[config.mk]
export PLATFORM = sky130hd
export DESIGN_NAME = mc_sequencer
export DESIGN_NICKNAME = d
export VERILOG_FILES = /design/src/rtl/mc_sequencer_pkg.sv /design/src/rtl/mc_sequencer_watchdog.sv /design/src/rtl/mc_sequencer.sv
export SDC_FILE = /design/constraint.sdc
export NUM_CORES = 1
export LEC_CHECK = 0
export CAP_MARGIN = 15
export CORE_AREA = 2 2 73 75
export DETAILED_ROUTE_END_ITERATION = 10
export DIE_AREA = 0 0 75 77
export PLACE_DENSITY = 0.89
export SETUP_SLACK_MARGIN = 0.5
export SLEW_MARGIN = 20
export SYNTH_ARGS = -nofsm -noshare
export SYNTH_HDL_FRONTEND = slang
export SYNTH_HIERARCHICAL = 1
export SYNTH_SLANG_ARGS = --single-unit
[constraint.sdc]
create_clock -name clk -period 8.15 [get_ports clk]
set_input_delay 0.815 -clock clk [delete_from_list [all_inputs] [get_ports clk]]
set_output_delay 0.815 -clock clk [all_outputs]
set_load 0.02 [all_outputs]
[src/rtl/mc_sequencer_pkg.sv]
// Shared definitions for the multi-cycle sequencer: state encodings and
// halt codes used by the sequencer and its watchdog.
package mc_sequencer_pkg;

  // Sequencer states, 3-bit encoding
  typedef enum logic [2:0] {
    SEQ_IDLE     = 3'd0,
    SEQ_IF_REQ   = 3'd1,
    SEQ_IF_WAIT  = 3'd2,
    SEQ_DECODE   = 3'd3,
    SEQ_MEM_REQ  = 3'd4,
    SEQ_MEM_WAIT = 3'd5,
    SEQ_WB       = 3'd6,
    SEQ_HALT     = 3'd7
  } seq_state_t;

  // Reason the core stopped
  typedef enum logic [1:0] {
    HALT_NONE    = 2'b00,
    HALT_EBREAK  = 2'b01,
    HALT_ILLEGAL = 2'b10,
    HALT_TIMEOUT = 2'b11
  } halt_code_t;

  // True for the states in which the core waits on a memory port
  function automatic logic is_mem_phase(input seq_state_t s);
    return (s == SEQ_IF_REQ) || (s == SEQ_IF_WAIT) ||
           (s == SEQ_MEM_REQ) || (s == SEQ_MEM_WAIT);
  endfunction

endpackage

[src/rtl/mc_sequencer_watchdog.sv]
// seq_watchdog: clear/increment counter with a terminal flag that bounds the
// number of cycles the sequencer may spend in one memory phase.
module seq_watchdog #(
  parameter int TIMEOUT = 255,
  parameter int TO_W    = 8
) (
  input  logic clk,
  input  logic rst,
  input  logic clr,
  input  logic inc,
  output logic expired
);

  localparam logic [TO_W-1:0] CNT_MAX  = TO_W'(TIMEOUT);
  localparam logic [TO_W-1:0] CNT_TERM = TO_W'(TIMEOUT - 1);
  localparam logic [TO_W-1:0] CNT_ONE  = TO_W'(1);

  logic [TO_W-1:0] cnt_reg;

  // Count phase cycles; saturate so a late handshake cannot wrap the count
  always_ff @(posedge clk) begin
    if (!rst) begin
      cnt_reg <= '0;
    end else if (clr) begin
      cnt_reg <= '0;
    end else if (inc && (cnt_reg != CNT_MAX)) begin
      cnt_reg <= cnt_reg + CNT_ONE;
    end
  end

  // The current cycle is the TIMEOUT-th (or later) cycle of the phase
  assign expired = inc && (cnt_reg >= CNT_TERM);

endmodule

[src/rtl/mc_sequencer.sv]
// mc_sequencer: multi-cycle fetch/decode/memory/write-back sequencer for the
// NPC core. Optional performance counters are built when SEQ_PERF_EN is
// defined; the default build omits the perf_* ports and counters.
module mc_sequencer
  import mc_sequencer_pkg::*;
#(
  parameter int TIMEOUT = 255,
  parameter int TO_W    = 8
) (
  input  logic        clk,
  input  logic        rst,
  output logic        ifu_req_valid,
  input  logic        ifu_req_ready,
  input  logic        ifu_rsp_valid,
  input  logic [31:0] ifu_rsp_inst,
  output logic [31:0] inst_q,
  input  logic        dec_RegWr,
  input  logic        dec_MemRd,
  input  logic        dec_MemWr,
  input  logic        dec_ebreak,
  input  logic        dec_illegal,
  output logic        lsu_req_valid,
  output logic        lsu_req_we,
  input  logic        lsu_req_ready,
  input  logic        lsu_rsp_valid,
  output logic        pc_we,
  output logic        rf_we,
  output logic        retire,
  output logic        halted,
  output logic [1:0]  halt_code
`ifdef SEQ_PERF_EN
  ,
  output logic [63:0] perf_cycle,
  output logic [63:0] perf_instret
`endif
);

  seq_state_t  state_reg, state_next;
  halt_code_t  halt_code_reg, halt_code_next;
  logic [31:0] inst_q_reg;
  logic        mem_we_reg;
  logic        rf_wr_reg;
  logic        wd_clr;
  logic        wd_inc;
  logic        wd_expired;

  // State, halt reason and the per-instruction attributes captured in DECODE
  always_ff @(posedge clk) begin
    if (!rst) begin
      state_reg     <= SEQ_IDLE;
      halt_code_reg <= HALT_NONE;
      mem_we_reg    <= 1'b0;
      rf_wr_reg     <= 1'b0;
    end else begin
      state_reg     <= state_next;
      halt_code_reg <= halt_code_next;
      if (state_reg == SEQ_DECODE) begin
        mem_we_reg <= dec_MemWr;
        rf_wr_reg  <= dec_RegWr;
      end
    end
  end

  // Latch the instruction word only when the fetch response is accepted
  always_ff @(posedge clk) begin
    if (!rst) begin
      inst_q_reg <= '0;
    end else if ((state_reg == SEQ_IF_WAIT) && ifu_rsp_valid) begin
      inst_q_reg <= ifu_rsp_inst;
    end
  end

  // Next-state selection; handshakes and responses take precedence over the watchdog
  always_comb begin
    state_next     = state_reg;
    halt_code_next = halt_code_reg;
    unique case (state_reg)
      SEQ_IDLE: begin
        state_next = SEQ_IF_REQ;
      end
      SEQ_IF_REQ: begin
        if (ifu_req_ready) begin
          state_next = SEQ_IF_WAIT;
        end else if (wd_expired) begin
          state_next     = SEQ_HALT;
          halt_code_next = HALT_TIMEOUT;
        end
      end
      SEQ_IF_WAIT: begin
        if (ifu_rsp_valid) begin
          state_next = SEQ_DECODE;
        end else if (wd_expired) begin
          state_next     = SEQ_HALT;
          halt_code_next = HALT_TIMEOUT;
        end
      end
      SEQ_DECODE: begin
        if (dec_illegal) begin
          state_next     = SEQ_HALT;
          halt_code_next = HALT_ILLEGAL;
        end else if (dec_ebreak) begin
          state_next     = SEQ_HALT;
          halt_code_next = HALT_EBREAK;
        end else if (dec_MemRd || dec_MemWr) begin
          state_next = SEQ_MEM_REQ;
        end else begin
          state_next = SEQ_WB;
        end
      end
      SEQ_MEM_REQ: begin
        if (lsu_req_ready) begin
          state_next = SEQ_MEM_WAIT;
        end else if (wd_expired) begin
          state_next     = SEQ_HALT;
          halt_code_next = HALT_TIMEOUT;
        end
      end
      SEQ_MEM_WAIT: begin
        if (lsu_rsp_valid) begin
          state_next = SEQ_WB;
        end else if (wd_expired) begin
          state_next     = SEQ_HALT;
          halt_code_next = HALT_TIMEOUT;
        end
      end
      SEQ_WB: begin
        state_next = SEQ_IF_REQ;
      end
      SEQ_HALT: begin
        state_next = SEQ_HALT;
      end
      default: begin
        state_next = SEQ_IDLE;
      end
    endcase
  end

  // The watchdog restarts on entry to each request state and runs through its wait state
  assign wd_clr = ((state_next == SEQ_IF_REQ)  && (state_reg != SEQ_IF_REQ)) ||
                  ((state_next == SEQ_MEM_REQ) && (state_reg != SEQ_MEM_REQ));
  assign wd_inc = is_mem_phase(state_reg);

  seq_watchdog #(
    .TIMEOUT (TIMEOUT),
    .TO_W    (TO_W)
  ) u_watchdog (
    .clk     (clk),
    .rst     (rst),
    .clr     (wd_clr),
    .inc     (wd_inc),
    .expired (wd_expired)
  );

  // Moore outputs decoded from the registered state
  assign ifu_req_valid = (state_reg == SEQ_IF_REQ);
  assign lsu_req_valid = (state_reg == SEQ_MEM_REQ);
  assign lsu_req_we    = (state_reg == SEQ_MEM_REQ) && mem_we_reg;
  assign pc_we         = (state_reg == SEQ_WB);
  assign retire        = (state_reg == SEQ_WB);
  assign rf_we         = (state_reg == SEQ_WB) && rf_wr_reg;
  assign halted        = (state_reg == SEQ_HALT);
  assign halt_code     = halt_code_reg;
  assign inst_q        = inst_q_reg;

`ifdef SEQ_PERF_EN
  logic [63:0] perf_cycle_reg;
  logic [63:0] perf_instret_reg;

  // Busy-cycle and retired-instruction counters, wrapping modulo 2^64
  always_ff @(posedge clk) begin
    if (!rst) begin
      perf_cycle_reg   <= '0;
      perf_instret_reg <= '0;
    end else begin
      if ((state_reg != SEQ_IDLE) && (state_reg != SEQ_HALT)) begin
        perf_cycle_reg <= perf_cycle_reg + 64'd1;
      end
      if (state_reg == SEQ_WB) begin
        perf_instret_reg <= perf_instret_reg + 64'd1;
      end
    end
  end

  assign perf_cycle   = perf_cycle_reg;
  assign perf_instret = perf_instret_reg;
`endif

endmodule

==> Word-level counts from Yosys, hierarchy flattened <==
Index checks and enable logic that the tools add are counted.
{ "word_totals": {"regBits": 47, "wordCells": 60} }
{ "classes": {"addsub": 1, "n_lt_le_gt_ge": 1, "eq_ne": 17, "muxes": 17, "n_bitwise": 1, "reduce_logical": 17} }
{ "op_table": {"columns": ["operator", "n"], "rows": [
  ["3-bit one-hot mux with 7 select lines", 1],
  ["2-bit 2-to-1 mux", 10],
  ["3-bit == test (second input constant)", 5],
  ["3-bit 2-to-1 mux", 5],
  ["2-bit one-hot mux with 5 select lines", 1],
  ["8-bit by 1-bit adder with 8-bit output (second input constant)", 1],
  ["8-bit >= comparator (second input constant)", 1],
  ["2-bit inequality test (second input constant)", 4],
  ["8-bit inequality test (second input constant)", 1],
  ["1-bit logical AND", 7],
  ["3-bit by 1-bit == test with 1-bit output (second input constant)", 2],
  ["3-bit by 2-bit == test with 1-bit output (second input constant)", 2],
  ["3-bit inequality test (second input constant)", 2],
  ["6-bit AND reduction", 1],
  ["1-bit logical OR", 5],
  ["5-bit nonzero test", 1],
  ["2-bit OR reduction", 2],
  ["3-bit logical NOT", 1],
  ["3-bit by 1-bit inequality test with 1-bit output (second input constant)", 1],
  ["1-bit NOT", 1]
]} }

==> Logic depth before layout (Yosys ltp) <==
{ "logic_depth": {"depth_word": 12, "depth_mapped": 13} }

==> By module <==
Netlist, hierarchy kept.
{ "modules_own_cells": {"columns": ["module", "n_inst", "cells_each", "area_each_um2", "seq_area_each_um2"], "rows": [
  ["mc_sequencer", 1, 216, 1795.5, 780.7],
  ["seq_watchdog", 1, 52, 456.7, 160.2]
]} }

==> Worst setup path after synthesis <==
No wires, ideal clock.
{ "synth_path": {"path_type": "register to register", "startpoint": "register state_reg[1]", "endpoint": "register u_watchdog.cnt_reg[7]", "arrival_time_ns": 2.536, "t_required_ns": 8.059, "path_slack_ns": 5.523, "stages_incl_launch_ff": 13, "n_path_buf": 2, "period_less_slack_ns": 2.627, "cell_sequence": "dfxtp_1 -> buf_6 -> buf_4 -> xnor2_1 -> o21ai_0 -> nor3_1 -> inv_1 -> nor4_2 -> a2111oi_1 -> a31oi_1 -> nor2_1 -> or2b_2 -> a311oi_1"} }
{ "synth_between": {"elab_chain_cells": 12} }
{ "synth_rtl": {"columns": ["element", "line", "text"], "rows": [
  ["start: declaration", "mc_sequencer.sv:38", "seq_state_t state_reg, state_next;"],
  ["start signal: assignment", "mc_sequencer.sv:55", "state_reg <= state_next;"],
  ["3-bit by 1-bit == test with 1-bit output or 3-bit by 2-bit == test with 1-bit output (tied branches)", "mc_sequencer_pkg.sv:27", "return (s == SEQ_IF_REQ) || (s == SEQ_IF_WAIT) ||"],
  ["1-bit logical OR (2 in a row)", "mc_sequencer_pkg.sv:27", null],
  ["1-bit logical OR (*)", "mc_sequencer_pkg.sv:28", "(s == SEQ_MEM_REQ) || (s == SEQ_MEM_WAIT);"],
  ["via wd_inc", "mc_sequencer.sv:44", "logic wd_inc;"],
  ["1-bit logical AND (*)", "mc_sequencer_watchdog.sv:32", "assign expired = inc && (cnt_reg >= CNT_TERM);"],
  ["via wd_expired", "mc_sequencer.sv:45", "logic wd_expired;"],
  ["3-bit 2-to-1 mux (*)", null, null],
  ["3-bit 2-to-1 mux, on equally long branches", null, null],
  ["3-bit one-hot mux with 7 select lines (*)", "mc_sequencer.sv:77", "unique case (state_reg)"],
  ["3-bit by 1-bit == test with 1-bit output or 3-bit == test (tied branches)", "mc_sequencer.sv:139, mc_sequencer.sv:140", null],
  ["1-bit logical AND, on equally long branches", "mc_sequencer.sv:139, mc_sequencer.sv:140", null],
  ["1-bit logical OR (*)", "mc_sequencer.sv:139", "assign wd_clr = ((state_next == SEQ_IF_REQ) && (state_reg != SEQ_IF_REQ)) ||"],
  ["via wd_clr", "mc_sequencer.sv:43", "logic wd_clr;"],
  ["2-bit OR reduction (no line) (*)", null, null],
  ["end signal: assignment", "mc_sequencer_watchdog.sv:27", "cnt_reg <= cnt_reg + CNT_ONE;"],
  ["end: declaration", "mc_sequencer_watchdog.sv:18", "logic [TO_W-1:0] cnt_reg;"]
]} }
Mark *: on every way through the listed nets, which the timed path passes. The rest lies on a longest branch.
A chain may end at the register's enable or synchronous reset.

==> Worst setup path in the final report <==
{ "layout_path": {"startpoint": "register state_reg[0]", "endpoint": "register u_watchdog.cnt_reg[4]"} }
The elaborated chain is that of the path after synthesis.

==> metrics.txt <==
status complete, no violations; met3 GRT Util 0.0683; Die W 75 um; hold crit path type register to register; Core Area 0.00498 mm2; RSZ-0062 raised after global routing false; final net count 388; CTS sink count 47; TritonCTS clock tree yes; GRT busiest layer met2; Most used DFF post-synth dfxtp_1; diode count 0; synthesized flop and latch total 47; Post-Syn Nets 313; IO Count 84; warnings from Yosys 6; fin crit share 0.420; total grt overflow 0; worst-path fanout max 19; vias per cell 4.97; # Max-Cap Violations 0; Initial Util 0.452; number of port buffers 83; Worst Skew 6.08 ps; drt wl/cell 12.8 um; Hold Startpoint halt_code[0]; Area Growth Syn to Fin 41.7%; CTS Buf Count 5; top-count cell post-synth nand2_1; ys async rst share 0; Worst setup SP type register; setup violators final 0; Setup crit start state_reg[0]; crit-path cells nor2_2, xnor2_1, o21ai_0, nor3_1, inv_1, nor4_2, a2111oi_1, a31oi_1, nor2_1, nor2b_1, o21ai_0, a31oi_1; vias in the first global route 1958; syn_area_per_cell 8.40 um2; synth unique cells 47; Synth top area share 0.418; number of synthesized flops with an enable pin 0; power density over the cells 194 mW/mm2; FMAX 292 MHz; htree depth 2; Mapped Cells 268; DRT iter0 DRCs 121; final worst slack 4720 ps; Synth top cells by count nand2_1, dfxtp_1, a21boi_1; pre-CTS setup slack 4840 ps; # fillers 421; Die ar. 0.00578 mm2; DRT Pass-1 Iters 5; clock slew at reported path FFs 90 ps; Die Span Y 77 um; worst slew pin tran 622 ps; sequential fraction of the synthesis area 0.418; worst setup path category register to register; share of cells above drive strength 1 0.0669; Post-route DRC 0; row count 26; LEAKAGE 0.00114 uW; top cells by area, synth dfxtp_1, nand2_1, a21boi_1, o21ai_0, buf_6; DRT antenna net count 0; initial antenna violation count 0; Placer Congestion 0.917; clock period minus worst slack 3430 ps; max reg flops 32; total length of routed wires 5.29 mm; CP Capture Type register; worst path arrival time 3660 ps; M2 GR Usage 0.315; largest net degree at the start of global routing 43; slowest library cell on the worst path dfxtp_1; Max Slew Vio Count 0; post-route cell area 0.00319 mm2; CP Data Required Time 8380 ps; placed inst area 0.00307 mm2; Final Hold Viols 0; register area 941 um2; Slew HR 0.585; Layout Utilization 0.641; cts hold-fix bufs 0; global-route usage over all layers 0.195; multi-input gate area in the final layout 0.00117 mm2; slowest stage delay, CP 730 ps; routing usage on met1 0.238; Setup Buffers After CTS 0; post_cts resized 0; CTS Root Cell clkbuf_8; later-pin clock latency in the skew report 300 ps; Yosys top cell by area dfxtp_1; vias 2059; final setup TNS 0 ps; R2R Path Start state_reg[0]; global-route wire length before repair 8.83 mm; post-DP HPWL 3.72 mm; clk buf depth 2; VDD IR max 0.118 mV; Mapped Area 0.00225 mm2
through the flow:
stage               hold WS (ps)  power (uW)  instances
detailed placement           443         442        406
global route                 472         653        414
global placement             435         438        406
finish                       454         620        414
floorplan                    439         384        268
CTS                          457         624        414
layer usage:
metal / vias to the layer above / wire length (um)
li1: 1065 / -
met1: 913 / 2310
met2: 72 / 2480
met3: 9 / 413
met4: 0 / 80
met5: - / 0
final cells by class:
class | instances | share of cell area
tap | 70 | 0.0275
clock inverter | 2 | 0.0122
timing repair buffer | 85 | 0.265
sequential | 47 | 0.295
clock buffer | 6 | 0.0259
multi-input combinational | 198 | 0.367
inverter | 6 | 0.00706
power by group:
group | switching [uW] | internal (uW)
Combinational | 83.5 | 81.9
Sequential | 24.4 | 248
Clock | 81.4 | 101
critical path, delay by kind of cell (launching register included):
kind | cells | cell delay [ps]
buffers and inverters | 1 | 190
flip-flops | 1 | 730
AND/OR/NAND/NOR | 5 | 1230
AO/OA/AOI/OAI | 5 | 760
XOR/XNOR | 1 | 460
placed cells by master (no fill, tap or decap), types with 2 or more instances in the layout:
cell type        netlist  routed
a211oi_2               2       2
a21boi_0               3       3
a21boi_1              30      30
a21oi_1                5       5
a31oi_1                4       4
and2_1                 5       5
and3_2                 1       2
and4_1                 2       2
buf_4                  5       2
clkbuf_8               0       6
clkdlybuf4s50_1        0      83
dfxtp_1               47      47
ha_1                   2       2
inv_1                  6       6
mux2i_1                4       4
nand2_1               74      74
nand2b_1               4       4
nand3_1                8       8
nor2_1                 5       5
nor2b_1                5       5
nor3_1                 4       4
nor3b_1                3       3
o21ai_0               10      10
o21ai_1                4       4
path summary, 6_finish.rpt:
kind         slack [ps]               endpoint  cells after the start
max                4720  u_watchdog/cnt_reg[4]                     12
min                 450           halt_code[0]                      2
max reg2reg        4720  u_watchdog/cnt_reg[4]                     12
min reg2reg         450           halt_code[0]                      2
cells by family (layout without fill, tap and decap cells):
kind of cell / count (synthesis) / in the layout / share of synthesized area
and+or+nand+nor: 122 / 122 / 0.267
muxes: 4 / 4 / 0.0178
buffers and inverters: 23 / 99 / 0.0622
DFF: 47 / 47 / 0.418
AOI/OAI and AO/OA: 69 / 69 / 0.221
adders and majority gates: 2 / 2 / 0.0111
xor gates and xnor gates: 1 / 1 / 0.00389
Note: power is estimated with default switching activity, not from simulation.
